===== src/rtl/pipeline_sequencer_pkg.sv =====
// pipeline_sequencer_pkg
//   Shared definitions for the MIPS pipeline sequencer slice: FSM state
//   encoding, default widths, and the HALT opcode used by the decoder that
//   produces i_halt_detect.
//   Optional feature macro: PIPELINE_SEQ_CYCLE_COUNTER_EN (see pipeline_sequencer.sv).
package pipeline_sequencer_pkg;

   localparam int unsigned DRAIN_CYCLES_DEF = 4;
   localparam int unsigned NB_REG_DEF       = 5;
   localparam int unsigned NB_CNT_DEF       = 32;

   localparam logic [5:0]  HALT_OPCODE      = 6'b111111;

   typedef enum logic [2:0] {
      ST_IDLE  = 3'd0,
      ST_RUN   = 3'd1,
      ST_STEP  = 3'd2,
      ST_DRAIN = 3'd3,
      ST_DONE  = 3'd4
   } state_t;

   // Decoder helper: true when the fetched opcode is HALT.
   function automatic logic is_halt(input logic [5:0] i_opcode);
      return (i_opcode == HALT_OPCODE);
   endfunction

endpackage


===== src/rtl/pipeline_sequencer_if.sv =====
// pipeline_sequencer_if
//   Groups the sequencer's control inputs (start/step/hazard information) and
//   its control outputs (stage write/flush enables, status) into one bundle.
//   Signal prefixes are from the sequencer's point of view.
//   Modports:
//     master - environment side: drives i_*, observes o_*.
//     slave  - sequencer side:   reads i_*, drives o_*.
//   Related macro: PIPELINE_SEQ_CYCLE_COUNTER_EN (controls o_cycle_count).
interface pipeline_sequencer_if
   import pipeline_sequencer_pkg::*;
#(
   parameter int unsigned NB_REG = NB_REG_DEF,
   parameter int unsigned NB_CNT = NB_CNT_DEF
);

   logic              i_start;
   logic              i_mode_step;
   logic              i_step;
   logic              i_halt_detect;
   logic              i_branch_taken;
   logic              i_idex_memread;
   logic [NB_REG-1:0] i_idex_rt;
   logic [NB_REG-1:0] i_ifid_rs;
   logic [NB_REG-1:0] i_ifid_rt;

   logic              o_pipe_enable;
   logic              o_pc_write;
   logic              o_ifid_write;
   logic              o_ifid_flush;
   logic              o_idex_bubble;
   logic              o_done;
   logic [2:0]        o_state;
   logic [NB_CNT-1:0] o_cycle_count;

   modport master (
      output i_start, i_mode_step, i_step, i_halt_detect, i_branch_taken,
             i_idex_memread, i_idex_rt, i_ifid_rs, i_ifid_rt,
      input  o_pipe_enable, o_pc_write, o_ifid_write, o_ifid_flush,
             o_idex_bubble, o_done, o_state, o_cycle_count
   );

   modport slave (
      input  i_start, i_mode_step, i_step, i_halt_detect, i_branch_taken,
             i_idex_memread, i_idex_rt, i_ifid_rs, i_ifid_rt,
      output o_pipe_enable, o_pc_write, o_ifid_write, o_ifid_flush,
             o_idex_bubble, o_done, o_state, o_cycle_count
   );

endinterface


===== src/rtl/pipeline_sequencer_hazard_detect.sv =====
// hazard_detect
//   Combinational load-use hazard comparator. Flags a stall when the
//   instruction in ID/EX is a load whose destination (non-zero) is a source
//   of the instruction currently in IF/ID.
//   Ports:
//     i_idex_memread - ID/EX instruction is a load
//     i_idex_rt      - load destination register
//     i_ifid_rs/rt   - source registers of the IF/ID instruction
//     o_stall        - load-use hazard present
module hazard_detect
   import pipeline_sequencer_pkg::*;
#(
   parameter int unsigned NB_REG = NB_REG_DEF
) (
   input  logic              i_idex_memread,
   input  logic [NB_REG-1:0] i_idex_rt,
   input  logic [NB_REG-1:0] i_ifid_rs,
   input  logic [NB_REG-1:0] i_ifid_rt,
   output logic              o_stall
);

   logic w_rt_nonzero;
   logic w_src_match;

   // $zero is never a real dependency
   assign w_rt_nonzero = (i_idex_rt != '0);
   assign w_src_match  = (i_idex_rt == i_ifid_rs) || (i_idex_rt == i_ifid_rt);
   assign o_stall      = i_idex_memread && w_rt_nonzero && w_src_match;

endmodule


===== src/rtl/pipeline_sequencer.sv =====
// pipeline_sequencer
//   Sequences the 5-stage MIPS pipeline. Issues per-cycle advance enables in
//   continuous or single-step mode, inserts load-use bubbles, flushes IF/ID on
//   taken branches, and drains the pipeline for DRAIN_CYCLES advances after a
//   HALT reaches IF/ID, then reports done.
//   Ports:
//     i_clk   - clock, rising edge
//     i_reset - asynchronous active-high reset
//     bus     - pipeline_sequencer_if.slave: start/step/hazard inputs,
//               PC/IF/ID/ID/EX control outputs, done, state, cycle count
//   Control outputs are Mealy (combinational from state and inputs).
//   Macro PIPELINE_SEQ_CYCLE_COUNTER_EN: when defined, an NB_CNT-bit counter
//   of advanced cycles drives o_cycle_count; otherwise o_cycle_count is 0.
module pipeline_sequencer
   import pipeline_sequencer_pkg::*;
#(
   parameter int unsigned DRAIN_CYCLES = DRAIN_CYCLES_DEF,
   parameter int unsigned NB_REG       = NB_REG_DEF,
   parameter int unsigned NB_CNT       = NB_CNT_DEF
) (
   input  logic                 i_clk,
   input  logic                 i_reset,
   pipeline_sequencer_if.slave  bus
);

   localparam int unsigned DW = (DRAIN_CYCLES > 1) ? $clog2(DRAIN_CYCLES) : 1;
   localparam logic [DW-1:0] DRAIN_INIT = DW'(DRAIN_CYCLES - 1);

   state_t          r_state;
   state_t          w_next_state;
   logic            r_step_mode;
   logic [DW-1:0]   r_drain_cnt;

   logic            w_stall;
   logic            w_adv;
   logic            w_pc_write;
   logic            w_ifid_write;
   logic            w_ifid_flush;
   logic            w_idex_bubble;
   logic            w_drain_load;
   logic            w_start;

   hazard_detect #(
      .NB_REG (NB_REG)
   ) u_hazard_detect (
      .i_idex_memread (bus.i_idex_memread),
      .i_idex_rt      (bus.i_idex_rt),
      .i_ifid_rs      (bus.i_ifid_rs),
      .i_ifid_rt      (bus.i_ifid_rt),
      .o_stall        (w_stall)
   );

   assign w_start = (r_state == ST_IDLE) && bus.i_start;

   // Next-state and Mealy control outputs
   always_comb begin
      w_next_state  = r_state;
      w_adv         = 1'b0;
      w_pc_write    = 1'b0;
      w_ifid_write  = 1'b0;
      w_ifid_flush  = 1'b0;
      w_idex_bubble = 1'b0;
      w_drain_load  = 1'b0;

      case (r_state)
         ST_IDLE: begin
            if (bus.i_start)
               w_next_state = bus.i_mode_step ? ST_STEP : ST_RUN;
         end

         ST_RUN, ST_STEP: begin
            w_adv = (r_state == ST_RUN) || bus.i_step;
            if (w_adv) begin
               if (bus.i_branch_taken) begin
                  // Wrong-path instruction: stall and halt are discarded
                  w_ifid_flush = 1'b1;
                  w_pc_write   = 1'b1;
               end else if (w_stall) begin
                  // HALT (if any) is held in IF/ID and re-seen next cycle
                  w_idex_bubble = 1'b1;
               end else if (bus.i_halt_detect) begin
                  w_ifid_flush = 1'b1;
                  w_drain_load = 1'b1;
                  w_next_state = ST_DRAIN;
               end else begin
                  w_pc_write   = 1'b1;
                  w_ifid_write = 1'b1;
               end
            end
         end

         ST_DRAIN: begin
            // Fetch is frozen while draining; hazard inputs do not apply
            w_adv = r_step_mode ? bus.i_step : 1'b1;
            if (w_adv) begin
               w_ifid_flush = 1'b1;
               if (r_drain_cnt == '0)
                  w_next_state = ST_DONE;
            end
         end

         ST_DONE: begin
            w_next_state = ST_DONE;
         end

         default: begin
            w_next_state = ST_IDLE;
         end
      endcase
   end

   always_ff @(posedge i_clk or posedge i_reset) begin
      if (i_reset) begin
         r_state     <= ST_IDLE;
         r_step_mode <= 1'b0;
         r_drain_cnt <= '0;
      end else begin
         r_state <= w_next_state;
         if (w_start)
            r_step_mode <= bus.i_mode_step;
         if (w_drain_load)
            r_drain_cnt <= DRAIN_INIT;
         else if ((r_state == ST_DRAIN) && w_adv && (r_drain_cnt != '0))
            r_drain_cnt <= r_drain_cnt - DW'(1);
      end
   end

`ifdef PIPELINE_SEQ_CYCLE_COUNTER_EN
   logic [NB_CNT-1:0] r_cycle_count;

   always_ff @(posedge i_clk or posedge i_reset) begin
      if (i_reset)
         r_cycle_count <= '0;
      else if (w_start)
         r_cycle_count <= '0;
      else if (w_adv)
         r_cycle_count <= r_cycle_count + NB_CNT'(1);
   end

   assign bus.o_cycle_count = r_cycle_count;
`else
   assign bus.o_cycle_count = {NB_CNT{1'b0}};
`endif

   assign bus.o_pipe_enable = w_adv;
   assign bus.o_pc_write    = w_pc_write;
   assign bus.o_ifid_write  = w_ifid_write;
   assign bus.o_ifid_flush  = w_ifid_flush;
   assign bus.o_idex_bubble = w_idex_bubble;
   assign bus.o_done        = (r_state == ST_DONE);
   assign bus.o_state       = r_state;

endmodule


===== src/flat_wrapper.sv =====
// flat-port wrapper written by rule: the top's interface ports become plain ports
module pipeline_sequencer_flat import pipeline_sequencer_pkg::*;
#(
   parameter int unsigned DRAIN_CYCLES = DRAIN_CYCLES_DEF,
   parameter int unsigned NB_REG       = NB_REG_DEF,
   parameter int unsigned NB_CNT       = NB_CNT_DEF
)
  (i_clk, i_reset, bus_i_start, bus_i_mode_step, bus_i_step, bus_i_halt_detect, bus_i_branch_taken, bus_i_idex_memread, bus_i_idex_rt, bus_i_ifid_rs, bus_i_ifid_rt, bus_o_pipe_enable, bus_o_pc_write, bus_o_ifid_write, bus_o_ifid_flush, bus_o_idex_bubble, bus_o_done, bus_o_state, bus_o_cycle_count);
  pipeline_sequencer_if #(.NB_REG(NB_REG), .NB_CNT(NB_CNT)) bus_i ();
  input  logic i_clk;
  input  logic i_reset;
  input wire logic [$bits(bus_i.i_start)-1:0] bus_i_start;
  input wire logic [$bits(bus_i.i_mode_step)-1:0] bus_i_mode_step;
  input wire logic [$bits(bus_i.i_step)-1:0] bus_i_step;
  input wire logic [$bits(bus_i.i_halt_detect)-1:0] bus_i_halt_detect;
  input wire logic [$bits(bus_i.i_branch_taken)-1:0] bus_i_branch_taken;
  input wire logic [$bits(bus_i.i_idex_memread)-1:0] bus_i_idex_memread;
  input wire logic [$bits(bus_i.i_idex_rt)-1:0] bus_i_idex_rt;
  input wire logic [$bits(bus_i.i_ifid_rs)-1:0] bus_i_ifid_rs;
  input wire logic [$bits(bus_i.i_ifid_rt)-1:0] bus_i_ifid_rt;
  output wire logic [$bits(bus_i.o_pipe_enable)-1:0] bus_o_pipe_enable;
  output wire logic [$bits(bus_i.o_pc_write)-1:0] bus_o_pc_write;
  output wire logic [$bits(bus_i.o_ifid_write)-1:0] bus_o_ifid_write;
  output wire logic [$bits(bus_i.o_ifid_flush)-1:0] bus_o_ifid_flush;
  output wire logic [$bits(bus_i.o_idex_bubble)-1:0] bus_o_idex_bubble;
  output wire logic [$bits(bus_i.o_done)-1:0] bus_o_done;
  output wire logic [$bits(bus_i.o_state)-1:0] bus_o_state;
  output wire logic [$bits(bus_i.o_cycle_count)-1:0] bus_o_cycle_count;
  assign bus_i.i_start = bus_i_start;
  assign bus_i.i_mode_step = bus_i_mode_step;
  assign bus_i.i_step = bus_i_step;
  assign bus_i.i_halt_detect = bus_i_halt_detect;
  assign bus_i.i_branch_taken = bus_i_branch_taken;
  assign bus_i.i_idex_memread = bus_i_idex_memread;
  assign bus_i.i_idex_rt = bus_i_idex_rt;
  assign bus_i.i_ifid_rs = bus_i_ifid_rs;
  assign bus_i.i_ifid_rt = bus_i_ifid_rt;
  assign bus_o_pipe_enable = bus_i.o_pipe_enable;
  assign bus_o_pc_write = bus_i.o_pc_write;
  assign bus_o_ifid_write = bus_i.o_ifid_write;
  assign bus_o_ifid_flush = bus_i.o_ifid_flush;
  assign bus_o_idex_bubble = bus_i.o_idex_bubble;
  assign bus_o_done = bus_i.o_done;
  assign bus_o_state = bus_i.o_state;
  assign bus_o_cycle_count = bus_i.o_cycle_count;
  pipeline_sequencer #(.DRAIN_CYCLES(DRAIN_CYCLES), .NB_REG(NB_REG), .NB_CNT(NB_CNT)) u_core (.i_clk(i_clk), .i_reset(i_reset), .bus(bus_i));
endmodule

===== config.mk =====
export PLATFORM = sky130hd
export DESIGN_NAME = pipeline_sequencer_flat
export DESIGN_NICKNAME = d
export VERILOG_FILES = /design/src/rtl/pipeline_sequencer_pkg.sv /design/src/rtl/pipeline_sequencer_if.sv /design/src/rtl/pipeline_sequencer_hazard_detect.sv /design/src/rtl/pipeline_sequencer.sv /design/src/flat_wrapper.sv
export SDC_FILE = /design/constraint.sdc
export NUM_CORES = 1
export LEC_CHECK = 0
export CAP_MARGIN = 20
export CORE_MARGIN = 4
export CORE_UTILIZATION = 31
export DETAILED_ROUTE_END_ITERATION = 16
export GPL_ROUTABILITY_DRIVEN = 0
export PLACE_DENSITY_LB_ADDON = 0.2
export SYNTH_ARGS = -nofsm -noshare
export SYNTH_HDL_FRONTEND = slang
export SYNTH_HIERARCHICAL = 1
export SYNTH_SLANG_ARGS = --single-unit

===== constraint.sdc =====
create_clock -name i_clk -period 1.5 [get_ports i_clk]
set_input_delay 0.3 -clock i_clk [delete_from_list [all_inputs] [get_ports i_clk]]
set_output_delay 0.3 -clock i_clk [all_outputs]
set_load 0.01 [all_outputs]

==> parameters.txt <==
Parameter                              Value

Status
  Outcome    finished with violations
  Failing checks    negative setup slack

STA
  Final hold violations    0
  Final min period    1.97 ns
  Setup repair after global routing missed its margin    true
  Final setup viols    8
  Final Max Tran Viols    0
  Clock skew after layout    0.00177 ns
  Hold Slack    0.275 ns
  Part of the cycle the worst path needs    1.31
  Fmax    509 MHz
  Worst-case setup margin in the final layout    -0.466 ns
  TNS Setup    -3.01 ns

Critical path
  Arrival time reported for the critical path endpoint    1.67 ns
  Kind of start point of the critical path    primary input
  Endpoint kind of the worst setup timing path    output pin
  Worst Path Required    1.20 ns
  Cell with the largest stage delay on the worst path    sky130_fd_sc_hd__or4_4
  Critical Path, Cell by Cell    buf_6, or4_4, o21ai_2, a21oi_2, buf_6, nor2b_4, o22ai_2, a21oi_2, buf_2
  Number of buffer and inverter instances along the worst setup path    3
  Category of the most critical setup path    primary input to output pin
  Crit-path leading delay family    simple AND/OR/NAND/NOR gates
  Largest driver fanout on the critical path    3
  Crit path largest cell delay    0.52 ns

Placed design
  Detailed placer's ending HPWL    1.73 mm
  DP Worst Slack    -1.21 ns
  Area after DPL    1160 um2
  Port buffer count    31

Power
  Cell internal pwr    827 uW
  Switching power total    593 uW
  Sequential power share    0.203
  Pwr Total    1420 uW
  Power share of the combinational group    0.694
  Part of the total power dissipated in the clock network    0.103
  Leakage power    0.000655 uW
  Fraction of power spent switching nets    0.418
  Max VDD drop    0.858 mV
  Pwr Density    1110 nW/um2

Clock tree
  Clock buffer count from CTS    3
  Number of sinks on the clock net    6
  CTS H-tree depth    1
  Clock network latency to the later pin of the worst-skew pair    0.24 ns
  Post-CTS Hold Buffers    0
  Clock root buffer    sky130_fd_sc_hd__clkbuf_4
  Clock slew at reported path FFs    0.04 ns
  Buffer depth of the longest clock path    2
  CTS tree    built

Flow run
  Number of max-cap violations    0

Synthesis
  Total of flip-flops plus latches after synthesis    6
  Proportion of synthesized flip-flops having asynchronous set or reset    1.00
  Portion of the post-synthesis area used by sequential elements    0.176
  Post-Syn Area    852 um2
  Post-synth top flop    sky130_fd_sc_hd__dfrtp_1
  Mean area per synthesized cell    8.04 um2
  Number of instances in the synthesized netlist    106
  Number of enable-type register cells in the synthesized netlist    0
  Total number of yosys warnings    6
  Post-synthesis cell type count    36

Floorplanning
  Top-level port count    64
  Starting density of the core    0.335
  Vert. Die Dim    60.4 um
  Width of the chip    60.4 um
  Placement Rows    18
  Area enclosed by the die boundary    3650 um2
  Core area    2540 um2

Final layout
  Count of filler cells inserted in the layout    248
  Cell area after layout    1280 um2
  Count of nets after finishing    184
  Highest-count cells in the layout ignoring fill and taps    sky130_fd_sc_hd__conb_1 (32), sky130_fd_sc_hd__buf_4 (15), sky130_fd_sc_hd__buf_6 (10)
  Most common cell after layout, fill and taps aside    sky130_fd_sc_hd__conb_1
  Fraction of final layout cells sized beyond drive strength 1    0.361
  Antenna fix cells    0
  Growth of design area from synthesis to finish    50.4%

Drt
  Detailed Route WL    2.13 mm
  Total vias in the final route    828
  Remaining routing DRC violations    0
  Mean number of vias per cell    4.40
  Initial DRC Count    9
  Wirelength per Cell    11.3 um
  Antenna-violating nets left    0
  DR pass1 iterations    4

Global routing
  Initial antenna violation count    0
  Number of global-route vias before repair    726
  GR Overflow Total    0
  First-pass GRT wire length    3.24 mm
  Pin count of the biggest net entering global routing    11
  Combined global-route utilization of all metal layers    0.116

Worst hold path
  Hold Crit Class    primary input to async pin
==> state kept, by name, indices dropped and copies added (netlist names) <==
register,cells
u_core/bus.o_state,3
u_core/r_step_mode,1
u_core/r_drain_cnt,2
==> routing by layer <==
| layer | share of wire | vias up | track usage |
|---|---|---|---|
| met5 | 0 | - | 0 |
| met4 | 0 | 0 | 0.0248 |
| met3 | 0.093 | 0 | 0.0277 |
| met2 | 0.52 | 41 | 0.194 |
| met1 | 0.39 | 384 | 0.152 |
| li1 | - | 403 | - |
==> what timing repair did <==
action	4_1_cts	5_1_grt
setup buffers	4	5
resized for setup	73	21
setup endpoints to repair	13	10
pin swaps	16	14
==> cell usage after synthesis (all sizes together), types with 2 or more instances <==
cell type  number  share of area
inv             5          0.022
o21ai           4          0.023
o22ai           2          0.015
and3b           3          0.032
nand2b          2          0.015
a31oi           3          0.022
a21oi           3          0.018
xnor2           4          0.041
buf            34           0.30
and2b           2          0.019
dfrtp           6           0.18
nor3b           2          0.018
nand2           3          0.013
o21a            2          0.018
xor2            6          0.062
nor2            4          0.018
nand3           4          0.023
nor3            3          0.018
==> cell type report <==
| cell class | count | area (um2) | share of cell area |
|---|---|---|---|
| multi-input cells | 92 | 607 | 0.474 |
| repair buffers | 52 | 445 | 0.348 |
| flip-flops and latches | 6 | 150 | 0.117 |
| well taps | 30 | 37.5 | 0.0293 |
| clock buffers | 3 | 22.5 | 0.0176 |
| inverters | 5 | 18.8 | 0.0146 |
==> per-stage QoR <==
stage          cells   util
4_1_cts          184  0.472
6_report         188  0.503
3_3_place_gp     177  0.456
3_5_place_dp     177  0.456
2_1_floorplan    137      -
5_1_grt          188  0.503
==> final timing paths <==
kind                       depth (start not counted)                           endpoint  slack [ns]                               from
hold / removal                                     2  u_core/bus.o_state[0]$_DFFE_PP0P_        0.28                            i_reset
setup reg to reg                                   5     u_core/r_step_mode$_DFFE_PP0P_        0.12  u_core/bus.o_state[0]$_DFFE_PP0P_
min in group i_clk                                 2  u_core/r_drain_cnt[1]$_DFFE_PP0P_        0.56  u_core/r_drain_cnt[1]$_DFFE_PP0P_
hold reg to reg                                    2  u_core/r_drain_cnt[1]$_DFFE_PP0P_        0.56  u_core/r_drain_cnt[1]$_DFFE_PP0P_
setup / recovery                                   9                   bus_o_ifid_flush       -0.47                   bus_i_idex_rt[1]
max in group asynchronous                          2  u_core/bus.o_state[2]$_DFFE_PP0P_        1.03                            i_reset
==> power groups by stage <==
stage | clock network (uW) | logic, uW | registers [uW]
floorplan | 0 | 599 | 295
detailed placement | 0 | 951 | 286
finish | 146 | 986 | 288
global placement | 0 | 946 | 282
CTS | 154 | 897 | 284
global route | 163 | 1090 | 295
==> logic make-up after synthesis <==
kind of cell / count (synthesis) / synth area share
fa+ha+maj: 1 / 0.0147
mux: 1 / 0.0132
simple gates: 31 / 0.238
flops: 6 / 0.176
compound gates: 17 / 0.125
xor+xnor: 10 / 0.103
buf+inv: 39 / 0.326
other cells: 1 / 0.00440
Power figures use the tool's default switching activity.
